`config.mk`:
```
export PLATFORM = sky130hd
export DESIGN_NAME = alu_arbiter_flat
export DESIGN_NICKNAME = d
export VERILOG_FILES = /design/src/rtl/alu_arbiter.sv /design/src/flat_wrapper.sv
export SDC_FILE = /design/constraint.sdc
export NUM_CORES = 1
export LEC_CHECK = 0
export ABC_CLOCK_PERIOD_IN_PS = 3350
export BUFFER_PORTS_ARGS = -buffer_cell sky130_fd_sc_hd__buf_2
export CAP_MARGIN = 20
export CELL_PAD_IN_SITES_DETAIL_PLACEMENT = 1
export CELL_PAD_IN_SITES_GLOBAL_PLACEMENT = 1
export CORE_AREA = 8 8 119 164
export CTS_CLUSTER_DIAMETER = 30
export DETAILED_ROUTE_END_ITERATION = 6
export DIE_AREA = 0 0 127 172
export HOLD_SLACK_MARGIN = 0.08
export PLACE_DENSITY_LB_ADDON = 0.1
export SYNTH_ARGS = -nofsm -noshare
export SYNTH_HDL_FRONTEND = slang
export SYNTH_SLANG_ARGS = --single-unit
```
`constraint.sdc`:
```
create_clock -name clk -period 3.35 [get_ports clk]
set_input_delay 0.335 -clock clk [delete_from_list [all_inputs] [get_ports clk]]
set_output_delay 0.335 -clock clk [all_outputs]
set_load 0.03 [all_outputs]
```
`src/rtl/alu_arbiter.sv`:
```
//------------------------------------------------------------------------------
// +--------------------------------------------------------------------------+
// | Module      : alu_arbiter (with mips_core_pkg, alu_input_ifc,            |
// |               alu_output_ifc)                                            |
// | Description : Two-requester front end for a single shared combinational  |
// |               ALU. One operation is granted per cycle (round-robin on    |
// |               contention). The ALU result is captured into a per-        |
// |               requester response slot one cycle after the grant.         |
// | Ports       : clk, rst (sync, active high)                               |
// |               reqN_valid/ready/alu_ctl/op1/op2/tag   request side, N=0,1  |
// |               rspN_valid/ready/result/branch_outcome/tag response side   |
// |               alu_req (to ALU), alu_rsp (from ALU)                       |
// |               grant_count  accepted operations since reset (wraps)       |
// | Revision    : 1.0  initial release                                       |
// +--------------------------------------------------------------------------+
//------------------------------------------------------------------------------
`default_nettype none

`ifndef DATA_WIDTH
`define DATA_WIDTH 32
`endif

package mips_core_pkg;
  typedef enum logic [3:0] {
    ALUCTL_NOP  = 4'd0,
    ALUCTL_ADD  = 4'd1,
    ALUCTL_SUB  = 4'd2,
    ALUCTL_AND  = 4'd3,
    ALUCTL_OR   = 4'd4,
    ALUCTL_SLT  = 4'd5,
    ALUCTL_BEQ  = 4'd6,
    ALUCTL_BNE  = 4'd7,
    ALUCTL_MTC0 = 4'd8
  } AluCtl;

  typedef enum logic {
    NOT_TAKEN = 1'b0,
    TAKEN     = 1'b1
  } BranchOutcome;
endpackage

interface alu_input_ifc;
  logic                                 valid;
  mips_core_pkg::AluCtl                 alu_ctl;
  logic signed [`DATA_WIDTH-1:0]        op1;
  logic signed [`DATA_WIDTH-1:0]        op2;

  modport in  (input  valid, alu_ctl, op1, op2);
  modport out (output valid, alu_ctl, op1, op2);
endinterface

interface alu_output_ifc;
  logic                                 valid;
  logic signed [`DATA_WIDTH-1:0]        result;
  mips_core_pkg::BranchOutcome          branch_outcome;

  modport in  (input  valid, result, branch_outcome);
  modport out (output valid, result, branch_outcome);
endinterface

module alu_arbiter #(
  parameter int TAG_WIDTH = 4
) (
  input  logic                          clk,
  input  logic                          rst,

  input  logic                          req0_valid,
  output logic                          req0_ready,
  input  mips_core_pkg::AluCtl          req0_alu_ctl,
  input  logic signed [`DATA_WIDTH-1:0] req0_op1,
  input  logic signed [`DATA_WIDTH-1:0] req0_op2,
  input  logic [TAG_WIDTH-1:0]          req0_tag,

  input  logic                          req1_valid,
  output logic                          req1_ready,
  input  mips_core_pkg::AluCtl          req1_alu_ctl,
  input  logic signed [`DATA_WIDTH-1:0] req1_op1,
  input  logic signed [`DATA_WIDTH-1:0] req1_op2,
  input  logic [TAG_WIDTH-1:0]          req1_tag,

  output logic                          rsp0_valid,
  input  logic                          rsp0_ready,
  output logic signed [`DATA_WIDTH-1:0] rsp0_result,
  output mips_core_pkg::BranchOutcome   rsp0_branch_outcome,
  output logic [TAG_WIDTH-1:0]          rsp0_tag,

  output logic                          rsp1_valid,
  input  logic                          rsp1_ready,
  output logic signed [`DATA_WIDTH-1:0] rsp1_result,
  output mips_core_pkg::BranchOutcome   rsp1_branch_outcome,
  output logic [TAG_WIDTH-1:0]          rsp1_tag,

  alu_input_ifc.out                     alu_req,
  alu_output_ifc.in                     alu_rsp,

  output logic [31:0]                   grant_count
);
  import mips_core_pkg::*;

  // Response slots
  logic                          r_rsp0_valid;
  logic signed [`DATA_WIDTH-1:0] r_rsp0_result;
  BranchOutcome                  r_rsp0_branch_outcome;
  logic [TAG_WIDTH-1:0]          r_rsp0_tag;
  logic                          r_rsp1_valid;
  logic signed [`DATA_WIDTH-1:0] r_rsp1_result;
  BranchOutcome                  r_rsp1_branch_outcome;
  logic [TAG_WIDTH-1:0]          r_rsp1_tag;

  // Round-robin pointer: names the requester that wins a tie
  logic                          r_ptr;
  logic [31:0]                   r_grant_count;

  logic w_elig0, w_elig1;
  logic w_grant0, w_grant1;

  // A slot draining this cycle counts as free, giving 1/cycle throughput.
  // Eligibility is gated with rst so nothing is granted during reset.
  always_comb begin
    w_elig0  = !rst && req0_valid && (!r_rsp0_valid || rsp0_ready);
    w_elig1  = !rst && req1_valid && (!r_rsp1_valid || rsp1_ready);
    w_grant0 = w_elig0 && (!w_elig1 || !r_ptr);
    w_grant1 = w_elig1 && (!w_elig0 ||  r_ptr);
  end

  assign req0_ready = w_grant0;
  assign req1_ready = w_grant1;

  always_comb begin
    alu_req.valid   = 1'b0;
    alu_req.alu_ctl = ALUCTL_NOP;
    alu_req.op1     = '0;
    alu_req.op2     = '0;
    if (w_grant0) begin
      alu_req.valid   = 1'b1;
      alu_req.alu_ctl = req0_alu_ctl;
      alu_req.op1     = req0_op1;
      alu_req.op2     = req0_op2;
    end else if (w_grant1) begin
      alu_req.valid   = 1'b1;
      alu_req.alu_ctl = req1_alu_ctl;
      alu_req.op1     = req1_op1;
      alu_req.op2     = req1_op2;
    end
  end

  always_ff @(posedge clk) begin
    if (rst) begin
      r_rsp0_valid          <= 1'b0;
      r_rsp0_result         <= '0;
      r_rsp0_branch_outcome <= NOT_TAKEN;
      r_rsp0_tag            <= '0;
      r_rsp1_valid          <= 1'b0;
      r_rsp1_result         <= '0;
      r_rsp1_branch_outcome <= NOT_TAKEN;
      r_rsp1_tag            <= '0;
      r_ptr                 <= 1'b0;
      r_grant_count         <= '0;
    end else begin
      // A new grant takes precedence over a drain on the same slot
      if (w_grant0) begin
        r_rsp0_valid          <= 1'b1;
        r_rsp0_result         <= alu_rsp.result;
        r_rsp0_branch_outcome <= alu_rsp.branch_outcome;
        r_rsp0_tag            <= req0_tag;
      end else if (rsp0_ready) begin
        r_rsp0_valid          <= 1'b0;
      end

      if (w_grant1) begin
        r_rsp1_valid          <= 1'b1;
        r_rsp1_result         <= alu_rsp.result;
        r_rsp1_branch_outcome <= alu_rsp.branch_outcome;
        r_rsp1_tag            <= req1_tag;
      end else if (rsp1_ready) begin
        r_rsp1_valid          <= 1'b0;
      end

      // Pointer moves to the requester that lost (or was absent)
      if (w_grant0) begin
        r_ptr <= 1'b1;
      end else if (w_grant1) begin
        r_ptr <= 1'b0;
      end

      if (w_grant0 || w_grant1) begin
        r_grant_count <= r_grant_count + 32'd1;
      end
    end
  end

`ifndef SYNTHESIS
  always_ff @(posedge clk) begin
    if (!rst && (w_grant0 || w_grant1) && !alu_rsp.valid) begin
      $display("alu_arbiter error: alu_rsp.valid low during grant at time %0t", $time);
    end
  end
`endif

  assign rsp0_valid          = r_rsp0_valid;
  assign rsp0_result         = r_rsp0_result;
  assign rsp0_branch_outcome = r_rsp0_branch_outcome;
  assign rsp0_tag            = r_rsp0_tag;
  assign rsp1_valid          = r_rsp1_valid;
  assign rsp1_result         = r_rsp1_result;
  assign rsp1_branch_outcome = r_rsp1_branch_outcome;
  assign rsp1_tag            = r_rsp1_tag;
  assign grant_count         = r_grant_count;

endmodule

`default_nettype wire

```
`src/flat_wrapper.sv`:
```
// flat-port wrapper written by rule: the top's interface ports become plain ports
module alu_arbiter_flat import mips_core_pkg::*;
#(
  parameter int TAG_WIDTH = 4
)
  (clk, rst, req0_valid, req0_ready, req0_alu_ctl, req0_op1, req0_op2, req0_tag, req1_valid, req1_ready, req1_alu_ctl, req1_op1, req1_op2, req1_tag, rsp0_valid, rsp0_ready, rsp0_result, rsp0_branch_outcome, rsp0_tag, rsp1_valid, rsp1_ready, rsp1_result, rsp1_branch_outcome, rsp1_tag, grant_count, alu_req_valid, alu_req_alu_ctl, alu_req_op1, alu_req_op2, alu_rsp_valid, alu_rsp_result, alu_rsp_branch_outcome);
  alu_input_ifc alu_req_i ();
  alu_output_ifc alu_rsp_i ();
  input  logic clk;
  input  logic rst;
  input  logic req0_valid;
  output logic req0_ready;
  input  mips_core_pkg::AluCtl req0_alu_ctl;
  input  logic signed [`DATA_WIDTH-1:0] req0_op1;
  input  logic signed [`DATA_WIDTH-1:0] req0_op2;
  input  logic [TAG_WIDTH-1:0] req0_tag;
  input  logic req1_valid;
  output logic req1_ready;
  input  mips_core_pkg::AluCtl req1_alu_ctl;
  input  logic signed [`DATA_WIDTH-1:0] req1_op1;
  input  logic signed [`DATA_WIDTH-1:0] req1_op2;
  input  logic [TAG_WIDTH-1:0] req1_tag;
  output logic rsp0_valid;
  input  logic rsp0_ready;
  output logic signed [`DATA_WIDTH-1:0] rsp0_result;
  output mips_core_pkg::BranchOutcome rsp0_branch_outcome;
  output logic [TAG_WIDTH-1:0] rsp0_tag;
  output logic rsp1_valid;
  input  logic rsp1_ready;
  output logic signed [`DATA_WIDTH-1:0] rsp1_result;
  output mips_core_pkg::BranchOutcome rsp1_branch_outcome;
  output logic [TAG_WIDTH-1:0] rsp1_tag;
  output logic [31:0] grant_count;
  output wire logic [$bits(alu_req_i.valid)-1:0] alu_req_valid;
  output wire logic [$bits(alu_req_i.alu_ctl)-1:0] alu_req_alu_ctl;
  output wire logic [$bits(alu_req_i.op1)-1:0] alu_req_op1;
  output wire logic [$bits(alu_req_i.op2)-1:0] alu_req_op2;
  input wire logic [$bits(alu_rsp_i.valid)-1:0] alu_rsp_valid;
  input wire logic [$bits(alu_rsp_i.result)-1:0] alu_rsp_result;
  input wire logic [$bits(alu_rsp_i.branch_outcome)-1:0] alu_rsp_branch_outcome;
  assign alu_req_valid = alu_req_i.valid;
  assign alu_req_alu_ctl = alu_req_i.alu_ctl;
  assign alu_req_op1 = alu_req_i.op1;
  assign alu_req_op2 = alu_req_i.op2;
  assign alu_rsp_i.valid = alu_rsp_valid;
  assign alu_rsp_i.result = alu_rsp_result;
  assign alu_rsp_i.branch_outcome = alu_rsp_branch_outcome;
  alu_arbiter #(.TAG_WIDTH(TAG_WIDTH)) u_core (.clk(clk), .rst(rst), .req0_valid(req0_valid), .req0_ready(req0_ready), .req0_alu_ctl(req0_alu_ctl), .req0_op1(req0_op1), .req0_op2(req0_op2), .req0_tag(req0_tag), .req1_valid(req1_valid), .req1_ready(req1_ready), .req1_alu_ctl(req1_alu_ctl), .req1_op1(req1_op1), .req1_op2(req1_op2), .req1_tag(req1_tag), .rsp0_valid(rsp0_valid), .rsp0_ready(rsp0_ready), .rsp0_result(rsp0_result), .rsp0_branch_outcome(rsp0_branch_outcome), .rsp0_tag(rsp0_tag), .rsp1_valid(rsp1_valid), .rsp1_ready(rsp1_ready), .rsp1_result(rsp1_result), .rsp1_branch_outcome(rsp1_branch_outcome), .rsp1_tag(rsp1_tag), .alu_req(alu_req_i), .alu_rsp(alu_rsp_i), .grant_count(grant_count));
endmodule
```
# After elaboration in Yosys (flattened, before gate mapping)
# Cells that the tools add are included.
dict set report op_classes {
  n_reduce_logical 20
  addsub 1
  n_mux 14
}
# op count
set ops {}
lappend ops {{32-bit two-way mux} 4}
lappend ops {{32-bit by 1-bit adder with 32-bit output (second input constant)} 1}
lappend ops {{1-bit two-way mux} 8}
lappend ops {{4-bit two-way mux} 2}
lappend ops {{1-bit logical AND} 6}
lappend ops {{1-bit zero test} 6}
lappend ops {{2-bit nonzero test} 3}
lappend ops {{1-bit logical OR} 5}
dict set report word_totals {
  input_bits 184
  register_bits 109
}

# Logic depth before layout (Yosys ltp)
# Gate-level depths: netlist of run 1.
dict set report logic_depth {
  depth_word 8
  depth_mapped 8
}

# Worst setup path before layout of run 1
# No wires, ideal clock.
dict set report synth_timing {
  path_kind {reg2out}
  from {reg u_core.r_rsp1_valid, in the netlist u_core.rsp1_valid}
  to {out alu_req_op2[29]}
  arrival_ps 2010
  path_buffers 2
  setup_slack_ps 1005
  path_stages_with_launch 8
  t_required_ps 3015
  path_cell_list {dfxtp_1 > nor2b_1 > nor2_1 > a21o_1 > inv_2 > clkbuf_1 > buf_1 > a22o_1}
}
dict set report synth_between {
  elab_chain_cells 7
}
# element line
set synth_rtl {}
lappend synth_rtl {{from (decl)} alu_arbiter.sv:105} ;# logic r_rsp1_valid;
lappend synth_rtl {{from (signal assigned)} alu_arbiter.sv:153} ;# r_rsp1_valid <= 1'b0;
lappend synth_rtl {{from (signal assigned)} alu_arbiter.sv:171} ;# r_rsp1_valid <= 1'b1;
lappend synth_rtl {{from (signal assigned)} alu_arbiter.sv:176} ;# r_rsp1_valid <= 1'b0;
lappend synth_rtl {{1-bit zero test *} alu_arbiter.sv:121} ;# w_elig1 = !rst && req1_valid && (!r_rsp1_valid || rsp1_ready);
lappend synth_rtl {{1-bit logical OR *} alu_arbiter.sv:121}
lappend synth_rtl {{1-bit logical AND *} alu_arbiter.sv:121}
lappend synth_rtl {{1-bit zero test} alu_arbiter.sv:122} ;# w_grant0 = w_elig0 && (!w_elig1 || !r_ptr);
lappend synth_rtl {{1-bit logical OR} alu_arbiter.sv:122}
lappend synth_rtl {{1-bit logical AND} alu_arbiter.sv:122}
lappend synth_rtl {{32-bit two-way mux *} alu_arbiter.sv:134} ;# if (w_grant0) begin
lappend synth_rtl {{to (decl)} flat_wrapper.sv:37} ;# output wire logic [$bits(alu_req_i.op2)-1:0] alu_req_op2;
# Every way passes the cells marked *; elsewhere a longest branch is shown, timed or not.

# Final worst setup path of run 1
dict set report layout_timing {
  from {reg u_core.r_rsp1_valid, in the netlist u_core.rsp1_valid}
  to {out alu_req_op2[27]}
}
# The elaborated chain is that of the path after synthesis.

==> metrics.txt, run 1 <==
# TYPE chip_impl_metric gauge
chip_impl_metric{name="power.density_cell_area",unit="nW/um2"} 447
chip_impl_metric{name="seq_power_share",unit="%"} 42.7
chip_impl_metric{name="num_vias",unit=""} 5817
chip_impl_info{name="critical_path.endpoint_type",value="output port"} 1
chip_impl_metric{name="power_switching",unit="W"} 0.00102
chip_impl_metric{name="register_area",unit="um2"} 2180
chip_impl_metric{name="postRouteAntennaNets",unit=""} 0
chip_impl_info{name="maxUsedRoutingLayer",value="met5"} 1
chip_impl_metric{name="final_core_util",unit="%"} 41.8
chip_impl_metric{name="post_route_cells_drive_above_1_share",unit="%"} 41.5
chip_impl_metric{name="drc",unit=""} 0
chip_impl_info{name="startpoint_type",value="register"} 1
chip_impl_metric{name="slew_viol_final",unit=""} 0
chip_impl_metric{name="clock_sinks",unit=""} 109
chip_impl_metric{name="clock_transition_at_the_registers_of_the_reported_paths",unit="ps"} 80
chip_impl_info{name="netlist_top_cells_area",value="dfxtp_1 45%, nand2_1 13%, a22o_1 12%, a21oi_1 8.9%, clkbuf_1 3.3%"} 1
chip_impl_metric{name="postSynthNetCount",unit=""} 796
chip_impl_metric{name="cts_htree_levels",unit=""} 3
chip_impl_metric{name="r2r_cells",unit=""} 5
chip_impl_metric{name="internal_power",unit="W"} 0.00218
chip_impl_metric{name="syn2layout_area_growth",unit="%"} 47.8
chip_impl_metric{name="r2r_setup_slack",unit="ps"} 1190
chip_impl_metric{name="post_drt_wl_per_cell",unit="um"} 20.0
chip_impl_metric{name="cp.required",unit="ps"} 3010
chip_impl_metric{name="met2_wirelength",unit="um"} 11800
chip_impl_metric{name="number_of_hold_violations_in_the_final_report",unit=""} 0
chip_impl_metric{name="grt_first_pass_wirelength",unit="um"} 35300
chip_impl_metric{name="post_cts_hold_buffer_count",unit=""} 0
chip_impl_metric{name="finish.instance_area",unit="um2"} 7160
chip_impl_metric{name="relSlewSlack",unit="%"} 53.6
chip_impl_metric{name="synth.top_cell.area_share",unit="%"} 45.1
chip_impl_metric{name="multi_input_area",unit="um2"} 2460
chip_impl_metric{name="num_io_pins",unit=""} 363
chip_impl_metric{name="grt_antenna_before_repair",unit=""} 3
chip_impl_metric{name="fin_worst_skew",unit="ps"} 10.9
chip_impl_metric{name="drt-initial-drc-count",unit=""} 226
chip_impl_info{name="cell_at_the_root_of_the_clock_tree",value="clkbuf_16"} 1
chip_impl_info{name="hp-class",value="input port to register"} 1
chip_impl_metric{name="worst-path-max-fanout",unit=""} 26
chip_impl_metric{name="combinational_share_of_power",unit="%"} 22.2
chip_impl_metric{name="synth_enable_flop_cells",unit=""} 0
chip_impl_metric{name="yosys_register_bits",unit=""} 109
chip_impl_metric{name="floorplan.initialDensity",unit="%"} 28.3
chip_impl_metric{name="post_cts_resized",unit=""} 0
chip_impl_metric{name="asyncSetResetFlopFracSynth",unit="%"} 0
chip_impl_metric{name="fin_nets",unit=""} 1130
chip_impl_metric{name="coreArea",unit="um2"} 17100
chip_impl_info{name="most_common_flop_cell_mapped_by_yosys",value="dfxtp_1"} 1
chip_impl_info{name="timing.critical_path.to",value="alu_req_op2[27]"} 1
chip_impl_metric{name="yosysUniqueCellTypes",unit=""} 35
chip_impl_metric{name="detailedPlacementHpwl",unit="um"} 18600
chip_impl_metric{name="p_sw_share",unit="%"} 31.9
chip_impl_metric{name="grt_remaining_overflow",unit=""} 0
chip_impl_metric{name="nFillCells",unit=""} 2215
chip_impl_metric{name="total_leakage_power",unit="nW"} 3.47
chip_impl_info{name="rsz0062_at_grt",value="false"} 1
chip_impl_metric{name="worstMarginPinSlew",unit="ps"} 696
chip_impl_metric{name="cts-root-to-sink-buffers",unit=""} 2
chip_impl_metric{name="detail_route.vias_per_cell",unit=""} 5.02
chip_impl_info{name="r2r_end",value="u_core.grant_count[29]"} 1
chip_impl_metric{name="timing.fmax",unit="MHz"} 380
chip_impl_metric{name="period_minus_slack",unit="ps"} 2630
chip_impl_metric{name="detail_route.wirelength.met1",unit="um"} 8520
chip_impl_info{name="synth.largest_area_cell",value="dfxtp_1"} 1
chip_impl_metric{name="power_frac_clock",unit="%"} 35.1
chip_impl_info{name="cts_tree",value="built"} 1
chip_impl_metric{name="tns",unit="ps"} 0
chip_impl_metric{name="grt.total_usage",unit="%"} 20.6
chip_impl_metric{name="synth.yosys.warnings",unit=""} 0
chip_impl_metric{name="wl",unit="um"} 23200
chip_impl_metric{name="synth_seq_area_share",unit="%"} 45.1
chip_impl_metric{name="synthesis.area",unit="um2"} 4840
chip_impl_metric{name="placedInstanceArea",unit="um2"} 6830
chip_impl_metric{name="die_height",unit="um"} 172
chip_impl_metric{name="rows",unit=""} 57
chip_impl_metric{name="post-route-period-util",unit="%"} 78.6
chip_impl_metric{name="cts-buffers-inserted",unit=""} 9
chip_impl_metric{name="drt_first_pass_iters",unit=""} 6
chip_impl_info{name="critical_path.startpoint",value="u_core.rsp1_valid"} 1
chip_impl_metric{name="max-cap-violations",unit=""} 0
chip_impl_info{name="critPathKind",value="register to output port"} 1
chip_impl_metric{name="met3WireLength",unit="um"} 1930
chip_impl_metric{name="chipWidth",unit="um"} 127
chip_impl_metric{name="via_count_of_the_first_global_routing_pass",unit=""} 6226
chip_impl_metric{name="die_area",unit="um2"} 21800
chip_impl_metric{name="place_congestion",unit=""} 0.961
chip_impl_info{name="critical_path.reg2reg.startpoint",value="u_core.grant_count[2]"} 1
chip_impl_metric{name="post-cts-setup-buffers",unit=""} 0
chip_impl_metric{name="postSynthCellCount",unit=""} 611
chip_impl_metric{name="clock_latency",unit="ps"} 340
chip_impl_metric{name="synthesis.area_per_instance",unit="um2"} 7.92
chip_impl_metric{name="grt_start_max_net_pins",unit=""} 69
chip_impl_metric{name="setup_viol_count_final",unit=""} 0
chip_impl_info{name="outcome",value="finished clean"} 1
chip_impl_metric{name="peakVddDrop",unit="uV"} 194
chip_impl_metric{name="numPortBuffers",unit=""} 361
chip_impl_metric{name="worstPathArrival",unit="ps"} 2300
-- worst min path at each step --
stage | startpoint | end | slack [ps] | depth (start not counted)
after floorplan | u_core.r_ptr | u_core.r_ptr | 460 | 1
after global placement | u_core.rsp0_result[0] | u_core.rsp0_result[0] | 440 | 2
after detailed placement | u_core.rsp0_result[27] | u_core.rsp0_result[27] | 440 | 2
after CTS | req1_tag[3] | u_core.rsp1_tag[3] | 220 | 3
after global routing | req1_tag[3] | u_core.rsp1_tag[3] | 220 | 3
final | req0_tag[1] | u_core.rsp0_tag[1] | 230 | 3
-- kinds of logic after synthesis --
group | count (synthesis) | synth area share (%)
AO/OA/AOI/OAI | 168 | 22.8
flip-flops | 109 | 45.1
multiplexers | 2 | 0.439
buffers and inverters | 54 | 4.34
XOR/XNOR | 20 | 3.62
adder cells (fa/ha/maj) | 1 | 0.258
AND/OR/NAND/NOR | 257 | 23.4
-- layer usage --
metal / up-vias / global-route usage, %
met3: 39 / 7.75
met4: 4 / 8.93
met1: 2741 / 20.7
li1: 2787 / -
met5: - / 0
met2: 246 / 37.4
-- through the flow --
step / power, W / setup slack, ps / cells / hold WS, ps
final: 0.00320 / 717 / 1158 / 230
after CTS: 0.00325 / 668 / 1156 / 218
after floorplan: 0.00181 / 1010 / 611 / 462
after global placement: 0.00210 / 949 / 1140 / 441
after detailed placement: 0.00212 / 875 / 1140 / 443
after global routing: 0.00336 / 563 / 1157 / 217
-- worst max-delay path, cell delays in order, from the launching register on --
cell	delay, ps
dfxtp_1	310
nor2b_1	150
nor2_1	270
a21o_1	210
clkinv_2	230
buf_4	310
a22o_1	280
buf_2	190
-- synth_stat cells, drive strengths merged, types with 2 or more instances --
| master | instances |
|---|---|
| dfxtp | 109 |
| a21oi | 86 |
| nand2 | 169 |
| inv | 6 |
| nor2 | 25 |
| clkbuf | 42 |
| xnor2 | 17 |
| nor4 | 8 |
| buf | 6 |
| nor2b | 3 |
| xor2 | 3 |
| nor4b | 2 |
| nand2b | 3 |
| o21ai | 11 |
| or3 | 10 |
| a22o | 68 |
| nand4b | 2 |
| nand4 | 9 |
| and3 | 8 |
| nand3 | 6 |
| and4 | 2 |
| nor3 | 9 |
-- registers in the layout (all words and copies together) (netlist names) --
register	flops
u_core.grant_count	32
u_core.r_ptr	1
u_core.rsp0_branch_outcome	1
u_core.rsp0_result	32
u_core.rsp0_tag	4
u_core.rsp0_valid	1
u_core.rsp1_branch_outcome	1
u_core.rsp1_result	32
u_core.rsp1_tag	4
u_core.rsp1_valid	1
-- final cells by class --
| cell class | instances | area share, % |
|---|---|---|
| multi-input cells | 448 | 34.4 |
| well taps | 206 | 3.60 |
| clock inverters | 7 | 1.28 |
| clock buffers | 9 | 3.15 |
| diodes | 2 | 0.0699 |
| inverters | 6 | 0.350 |
| repair buffers | 371 | 26.7 |
| flip-flops and latches | 109 | 30.5 |
-- cell usage in the layout (no fill, tap or decap), types with 9 or more instances in the layout --
| cell | n |
|---|---|
| a21oi_1 | 86 |
| a22o_1 | 68 |
| buf_2 | 360 |
| buf_4 | 9 |
| clkbuf_16 | 9 |
| dfxtp_1 | 109 |
| nand2_1 | 169 |
| nand4_1 | 9 |
| nor2_1 | 25 |
| nor3_1 | 9 |
| or3_1 | 9 |
| xnor2_1 | 17 |
-- power groups by stage --
stage / clock network [W] / logic [W] / registers (W)
floorplan: 0 / 0.000326 / 0.00149
global placement: 0 / 0.000705 / 0.00140
detailed placement: 0 / 0.000720 / 0.00140
CTS: 0.00116 / 0.000721 / 0.00137
global route: 0.00122 / 0.000763 / 0.00137
finish: 0.00112 / 0.000711 / 0.00137
No activity file was read; power rests on OpenSTA's default activity.
==> run 2: changes to the inputs <==
Settings changed: ABC_CLOCK_PERIOD_IN_PS 3350 to 2200, CORE_AREA 8 8 119 164 to 8 8 130 180, DIE_AREA 0 0 127 172 to 0 0 138 188.
Clock period 3.35 ns to 2.2 ns, I/O delays scaled along.
==> run 2 against run 1 <==
Against the previous run:
- via count is 0.29% higher
- global-route usage is 2.5 points lower
- cell count is 7.1% higher
- count of clock-buffer cells in the layout stayed put
- clock skew is 1.5 ps lower
- critical endpoint is now alu_req_op1[9]
- worst setup slack worse by 620 ps
==> metrics.txt, run 2 (synthesis results as in run 1) <==
# TYPE chip_impl_metric gauge
chip_impl_info{name="crit_slowest_cell",value="dfxtp_1"} 1
chip_impl_metric{name="detail_route.vias_per_cell",unit=""} 4.70
chip_impl_info{name="startpoint_type",value="register"} 1
chip_impl_metric{name="setup_viol_count_final",unit=""} 0
chip_impl_metric{name="post_layout_worst_setup_margin",unit="ps"} 100
chip_impl_metric{name="fin_nets",unit=""} 1160
chip_impl_metric{name="die_height",unit="um"} 188
chip_impl_info{name="critical_path.endpoint_type",value="output port"} 1
chip_impl_metric{name="cp.required",unit="ps"} 1980
chip_impl_info{name="timing.critical_path.cells",value="nor2b_4, nor2_2, a21o_1, clkinv_4, buf_12, a22o_1, buf_2"} 1
chip_impl_metric{name="drt_first_pass_iters",unit=""} 4
chip_impl_metric{name="number_of_hold_violations_in_the_final_report",unit=""} 0
chip_impl_metric{name="post-route-period-util",unit="%"} 95.5
chip_impl_metric{name="cts-buffers-inserted",unit=""} 9
chip_impl_metric{name="num_vias",unit=""} 5834
chip_impl_metric{name="rows",unit=""} 63
chip_impl_info{name="critPathTopFamily",value="buffers and inverters"} 1
chip_impl_metric{name="clock_transition_at_the_registers_of_the_reported_paths",unit="ps"} 80
chip_impl_metric{name="total_leakage_power",unit="nW"} 3.65
chip_impl_info{name="cell_at_the_root_of_the_clock_tree",value="clkbuf_16"} 1
chip_impl_info{name="layout_commonest_cell",value="buf_2"} 1
chip_impl_metric{name="syn2layout_area_growth",unit="%"} 55.8
chip_impl_info{name="hp-class",value="input port to register"} 1
chip_impl_metric{name="worstPathArrival",unit="ps"} 1880
chip_impl_metric{name="tns",unit="ps"} 0
chip_impl_metric{name="clock_latency",unit="ps"} 360
chip_impl_metric{name="cts-root-to-sink-buffers",unit=""} 2
chip_impl_metric{name="detailedPlacementHpwl",unit="um"} 19000
chip_impl_metric{name="postRouteAntennaNets",unit=""} 0
chip_impl_metric{name="critical-path-max-stage-delay",unit="ps"} 320
chip_impl_metric{name="worst-path-max-fanout",unit=""} 26
chip_impl_metric{name="clock_sinks",unit=""} 109
chip_impl_metric{name="fin_worst_skew",unit="ps"} 9.40
chip_impl_metric{name="relSlewSlack",unit="%"} 44.6
chip_impl_info{name="critPathKind",value="register to output port"} 1
chip_impl_metric{name="slew_viol_final",unit=""} 0
chip_impl_info{name="outcome",value="finished clean"} 1
chip_impl_metric{name="worstMarginPinSlew",unit="ps"} 831
chip_impl_metric{name="num_io_pins",unit=""} 363
chip_impl_metric{name="place_congestion",unit=""} 0.831
chip_impl_info{name="final_cell_mix",value="360 x buf_2, 168 x nand2_1, 109 x dfxtp_1, 86 x a21oi_1, 66 x a22o_1"} 1
chip_impl_metric{name="grt_antenna_before_repair",unit=""} 3
chip_impl_metric{name="max-cap-violations",unit=""} 0
chip_impl_metric{name="coreArea",unit="um2"} 20800
chip_impl_metric{name="floorplan.initialDensity",unit="%"} 23.3
chip_impl_metric{name="post_drt_wl_per_cell",unit="um"} 19.8
chip_impl_metric{name="period_minus_slack",unit="ps"} 2100
chip_impl_metric{name="via_count_of_the_first_global_routing_pass",unit=""} 6149
chip_impl_metric{name="grt_start_max_net_pins",unit=""} 75
chip_impl_metric{name="chipWidth",unit="um"} 138
chip_impl_metric{name="critical_path.n_buffers_inverters",unit=""} 3
chip_impl_metric{name="drt-initial-drc-count",unit=""} 244
chip_impl_metric{name="post-place-ws",unit="ps"} 164
chip_impl_metric{name="timing.fmax",unit="MHz"} 476
chip_impl_metric{name="die_area",unit="um2"} 25900
chip_impl_metric{name="peakVddDrop",unit="uV"} 390
chip_impl_metric{name="power.density_cell_area",unit="nW/um2"} 653
chip_impl_metric{name="grt_first_pass_wirelength",unit="um"} 37100
chip_impl_info{name="rsz0062_at_grt",value="false"} 1
chip_impl_metric{name="grt_remaining_overflow",unit=""} 0
chip_impl_metric{name="wl",unit="um"} 24600
chip_impl_metric{name="numPortBuffers",unit=""} 361
chip_impl_metric{name="drc",unit=""} 0
chip_impl_info{name="cts_tree",value="built"} 1
chip_impl_metric{name="antenna_diode_count",unit=""} 0
chip_impl_metric{name="post_route_cells_drive_above_1_share",unit="%"} 43.8
chip_impl_metric{name="grt.total_usage",unit="%"} 18.0
chip_impl_metric{name="cts_htree_levels",unit=""} 3
## run 2: cell count changes in the layout (fill, tap and decap cells not counted), sizes merged
cell,before,now
buf,371,398
clkbuf,9,10
clkinv,4,3
diode,2,0
dlygate4sd3,0,2
inv,7,8
## run 2: routing by layer
metal	GRT usage, %	vias to the layer above	wire [um]
li1	-	2844	-
met5	0	-	24
met3	6.20	23	1840
met4	3.86	4	259
met1	21.1	2750	10300
met2	31.1	213	12100
## run 2: timing repair
action	in CTS	in global routing
setup buffers	2	1
gates cloned	1	1
pin swaps	2	0
hold buffers	2	0
resized for setup	8	3
endpoints found under the hold margin	3	0
endpoints found under the setup margin	69	40
## run 2: path summary, 6_finish.rpt
check                           cells after the start                    from  slack, ps                endpoint
worst max-delay path                                7       u_core.rsp1_valid        100          alu_req_op1[9]
worst min-delay path                                3             req0_tag[0]        100      u_core.rsp0_tag[0]
worst max register to register                      5   u_core.grant_count[1]        210  u_core.grant_count[31]
worst min register to register                      2  u_core.rsp1_result[17]        450  u_core.rsp1_result[17]
## run 2: layout make-up
cell class	count	area (um2)
flip-flops and latches	109	2180
clock buffers	9	225
repair buffers	401	2210
multi-input cells	448	2490
fillers	2650	13300
clock inverters	7	80.1
inverters	6	30.0
well taps	260	325
## run 2: metrics by stage
step                hold slack [ps]  util (%)  total power (W)  std cells  cell area [um2]
CTS                            83.0      36.0          0.00501       1238             7500
global placement                440      34.1          0.00324       1217             7100
global route                   85.5      36.2          0.00518       1240             7540
detailed placement              447      34.1          0.00325       1217             7100
finish                         96.6      36.2          0.00493       1240             7540
floorplan                       356         -          0.00276        611             4840
## run 2: worst reg2reg max path, cell delays in order, from the launching register on
cell     delay [ps]
dfxtp_1         410
nand3_2         100
or3_1           460
nor3_1          420
nand4_1         170
mux2_1          330
## run 2: power by group
group | leakage (nW) | total, W | switching, W | internal (W)
registers | 0.887 | 0.00208 | 0.0000378 | 0.00204
logic | 2.61 | 0.00114 | 0.000735 | 0.000403
clock network | 0.148 | 0.00171 | 0.000808 | 0.000901
==> run 3: changes to the inputs <==
Settings changed: ABC_AREA from default to 1, CORE_AREA 8 8 130 180 to 8 8 133 184, DIE_AREA 0 0 138 188 to 0 0 141 192.
==> run 3 against run 2 <==
Against the previous run:
- first-iteration DRC count decreased by 16%
- critical endpoint is now alu_req_op2[7]
- via count grew 4.4%
- die area rose by 4.3%
- count of clock-buffer cells in the layout increased by 1
- area after synthesis increased by 5.8%
- synthesized cell count up 18%
- critical path depth up 2
- non-clock buffer count is 23 lower
==> metrics.txt, run 3 <==
# TYPE chip_impl_metric gauge
chip_impl_metric{name="syn2layout_area_growth",unit="%"} 48.0
chip_impl_metric{name="die_height",unit="um"} 192
chip_impl_metric{name="post_synth_xor_area_fraction",unit="%"} 0
chip_impl_metric{name="synth_seq_area_share",unit="%"} 42.6
chip_impl_metric{name="design_power_total",unit="W"} 0.00501
chip_impl_metric{name="rows",unit=""} 64
chip_impl_metric{name="clock_sinks",unit=""} 109
chip_impl_metric{name="period_minus_slack",unit="ps"} 2060
chip_impl_metric{name="setup_viol_count_final",unit=""} 0
chip_impl_metric{name="coreArea",unit="um2"} 21700
chip_impl_metric{name="total_leakage_power",unit="nW"} 3.82
chip_impl_metric{name="r2r_cells",unit=""} 9
chip_impl_info{name="cts_tree",value="built"} 1
chip_impl_metric{name="clock_latency",unit="ps"} 350
chip_impl_metric{name="synth-simple-area-share",unit="%"} 27.6
chip_impl_metric{name="grt.total_usage",unit="%"} 17.7
chip_impl_metric{name="clock_transition_at_the_registers_of_the_reported_paths",unit="ps"} 80
chip_impl_metric{name="num_vias",unit=""} 6089
chip_impl_info{name="final_cell_mix",value="361 x buf_2, 220 x nor2_1, 109 x dfxtp_1, 89 x nand2_1, 70 x o21ai_0"} 1
chip_impl_metric{name="cts-root-to-sink-buffers",unit=""} 2
chip_impl_metric{name="wl",unit="um"} 25700
chip_impl_info{name="rsz0062_at_grt",value="false"} 1
chip_impl_metric{name="numPortBuffers",unit=""} 361
chip_impl_metric{name="power_frac_clock",unit="%"} 31.9
chip_impl_metric{name="grt_antenna_before_repair",unit=""} 1
chip_impl_metric{name="post_route_cells_drive_above_1_share",unit="%"} 38.0
chip_impl_metric{name="post_drt_wl_per_cell",unit="um"} 18.8
chip_impl_metric{name="combinational_share_of_power",unit="%"} 25.7
chip_impl_metric{name="seq_power_share",unit="%"} 42.4
chip_impl_metric{name="synth.top_cell.area_share",unit="%"} 42.6
chip_impl_metric{name="max-cap-violations",unit=""} 0
chip_impl_metric{name="cts_htree_levels",unit=""} 3
chip_impl_info{name="outcome",value="finished clean"} 1
chip_impl_metric{name="antenna_diode_count",unit=""} 0
chip_impl_metric{name="worstHoldPathCells",unit=""} 3
chip_impl_info{name="critical_path.endpoint_type",value="output port"} 1
chip_impl_metric{name="postSynthCellCount",unit=""} 720
chip_impl_info{name="hp-class",value="input port to register"} 1
chip_impl_metric{name="cts-buffers-inserted",unit=""} 9
chip_impl_metric{name="worstPathArrival",unit="ps"} 1840
chip_impl_metric{name="yosys-mux-area-fraction",unit="%"} 0
chip_impl_metric{name="worst-path-max-fanout",unit=""} 26
chip_impl_metric{name="slew_viol_final",unit=""} 0
chip_impl_metric{name="floorplan.initialDensity",unit="%"} 23.6
chip_impl_metric{name="power_switching",unit="W"} 0.00169
chip_impl_metric{name="timing.fmax",unit="MHz"} 486
chip_impl_metric{name="power.density_cell_area",unit="nW/um2"} 661
chip_impl_metric{name="relSlewSlack",unit="%"} 58.6
chip_impl_info{name="netlist_top_cells_area",value="dfxtp_1 43%, nor2_1 16%, a22o_1 12%, o21ai_0 6.8%, nand2_1 6.5%"} 1
chip_impl_metric{name="via_count_of_the_first_global_routing_pass",unit=""} 6060
chip_impl_metric{name="synth-compound-area-share",unit="%"} 21.4
chip_impl_metric{name="drc",unit=""} 0
chip_impl_metric{name="detailedPlacementHpwl",unit="um"} 20600
chip_impl_metric{name="fin_nets",unit=""} 1250
chip_impl_metric{name="yosys_register_bits",unit=""} 109
chip_impl_metric{name="synthesis.area_per_instance",unit="um2"} 7.12
chip_impl_metric{name="internal_power",unit="W"} 0.00332
chip_impl_metric{name="cp.required",unit="ps"} 1980
chip_impl_metric{name="grt_remaining_overflow",unit=""} 0
chip_impl_metric{name="peakVddDrop",unit="uV"} 337
chip_impl_metric{name="drt-initial-drc-count",unit=""} 205
chip_impl_metric{name="timing.hold.ws",unit="ps"} 121
chip_impl_info{name="synth_top_family_by_area",value="simple AND/OR/NAND/NOR gates"} 1
chip_impl_metric{name="fin_worst_skew",unit="ps"} 15.2
chip_impl_metric{name="yosysUniqueCellTypes",unit=""} 28
chip_impl_metric{name="synth.yosys.warnings",unit=""} 0
chip_impl_metric{name="synthesis.area",unit="um2"} 5120
chip_impl_info{name="synth.largest_area_cell",value="dfxtp_1"} 1
chip_impl_info{name="cell_at_the_root_of_the_clock_tree",value="clkbuf_16"} 1
chip_impl_metric{name="synth_enable_flop_cells",unit=""} 0
chip_impl_metric{name="worstMarginPinSlew",unit="ps"} 622
chip_impl_metric{name="post-route-period-util",unit="%"} 93.5
chip_impl_metric{name="tns",unit="ps"} 0
chip_impl_metric{name="die_area",unit="um2"} 27100
chip_impl_metric{name="post_cts_hold_buffer_count",unit=""} 0
chip_impl_metric{name="place_congestion",unit=""} 0.811
chip_impl_metric{name="p_sw_share",unit="%"} 33.8
chip_impl_info{name="critPathKind",value="register to output port"} 1
chip_impl_metric{name="grt_start_max_net_pins",unit=""} 66
chip_impl_info{name="most_common_flop_cell_mapped_by_yosys",value="dfxtp_1"} 1
chip_impl_metric{name="chipWidth",unit="um"} 141
chip_impl_metric{name="num_io_pins",unit=""} 363
chip_impl_info{name="synth.most_common_cell",value="nor2_1"} 1
chip_impl_metric{name="number_of_hold_violations_in_the_final_report",unit=""} 0
chip_impl_info{name="startpoint_type",value="register"} 1
chip_impl_metric{name="drt_first_pass_iters",unit=""} 4
chip_impl_metric{name="postSynthNetCount",unit=""} 905
chip_impl_info{name="post_synth_most_frequent_cells",value="220 x nor2_1, 109 x dfxtp_1, 89 x nand2_1"} 1
chip_impl_metric{name="synth_adder_area_share",unit="%"} 0.244
chip_impl_metric{name="detail_route.vias_per_cell",unit=""} 4.46
chip_impl_info{name="layout_commonest_cell",value="buf_2"} 1
chip_impl_metric{name="grt_first_pass_wirelength",unit="um"} 37200
chip_impl_metric{name="postRouteAntennaNets",unit=""} 0
chip_impl_metric{name="asyncSetResetFlopFracSynth",unit="%"} 0
run 3: cell count changes after synthesis, moves of 17 or more:
cell / previous run / this run
a21oi_1: 86 / 15
buf_2: 0 / 19
clkbuf_1: 42 / 15
inv_1: 3 / 42
nand2_1: 169 / 89
nand3_1: 5 / 25
nor2_1: 25 / 220
o21ai_0: 3 / 70
xnor2_1: 17 / 0
run 3: path summary, 6_finish.rpt:
kind,slack (ps),endpoint,start
max,140,alu_req_op2[7],u_core.rsp0_valid
min,120,u_core.rsp0_tag[3],req0_tag[3]
max reg2reg,340,u_core.grant_count[24],u_core.grant_count[0]
min reg2reg,480,u_core.rsp1_result[19],u_core.rsp1_result[19]
run 3: cell type report:
type | instances | area (um2)
Clock inverter | 5 | 42.5
Sequential cell | 109 | 2180
Clock buffer | 10 | 239
Tap cell | 297 | 372
Inverter | 47 | 186
Timing Repair Buffer | 378 | 2030
Fill cell | 2851 | 14100
Multi-Input combinational cell | 520 | 2530
run 3: power groups by stage:
stage               sequential [W]  clock [W]  combinational [W]
floorplan                  0.00237          0           0.000571
global placement           0.00217          0            0.00129
detailed placement         0.00217          0            0.00129
CTS                        0.00213    0.00170            0.00130
global route               0.00214    0.00174            0.00139
finish                     0.00213    0.00160            0.00129
run 3: cells by family after synthesis:
family | after synthesis
and+or+nand+nor | 354
AOI/OAI and AO/OA | 165
DFF | 109
buffers and inverters | 91
adders and majority gates | 1
run 3: per-layer routing:
layer,wire (um),GRT usage (%)
met1,10900,20.9
met2,12800,31.1
met3,1620,4.83
met4,294,4.64
met5,13,0
run 3: stage by stage:
step                instance area [um2]  worst slack [ps]  cells  utilization, %
floorplan                          5120               464    720               -
global placement                   7250               301   1348            33.4
detailed placement                 7250               298   1348            33.4
CTS                                7540              41.8   1363            34.7
global route                       7580              44.1   1366            34.9
finish                             7580               144   1366            34.9
run 3: what timing repair did:
action,CTS,global route
endpoints found under the setup margin,42,5
gates resized for setup,1,1
setup buffers,0,2
cloned,0,1
endpoints found under the hold margin,0,0
run 3: worst max-delay path: stages (launching register included):
cell and delay [ps]:
dfxtp_1 310, nand2_1 100, nand3_2 100, inv_2 90
nand2_2 60, nand2_2 90, clkinv_4 90, buf_12 170
a22o_1 250, buf_2 200
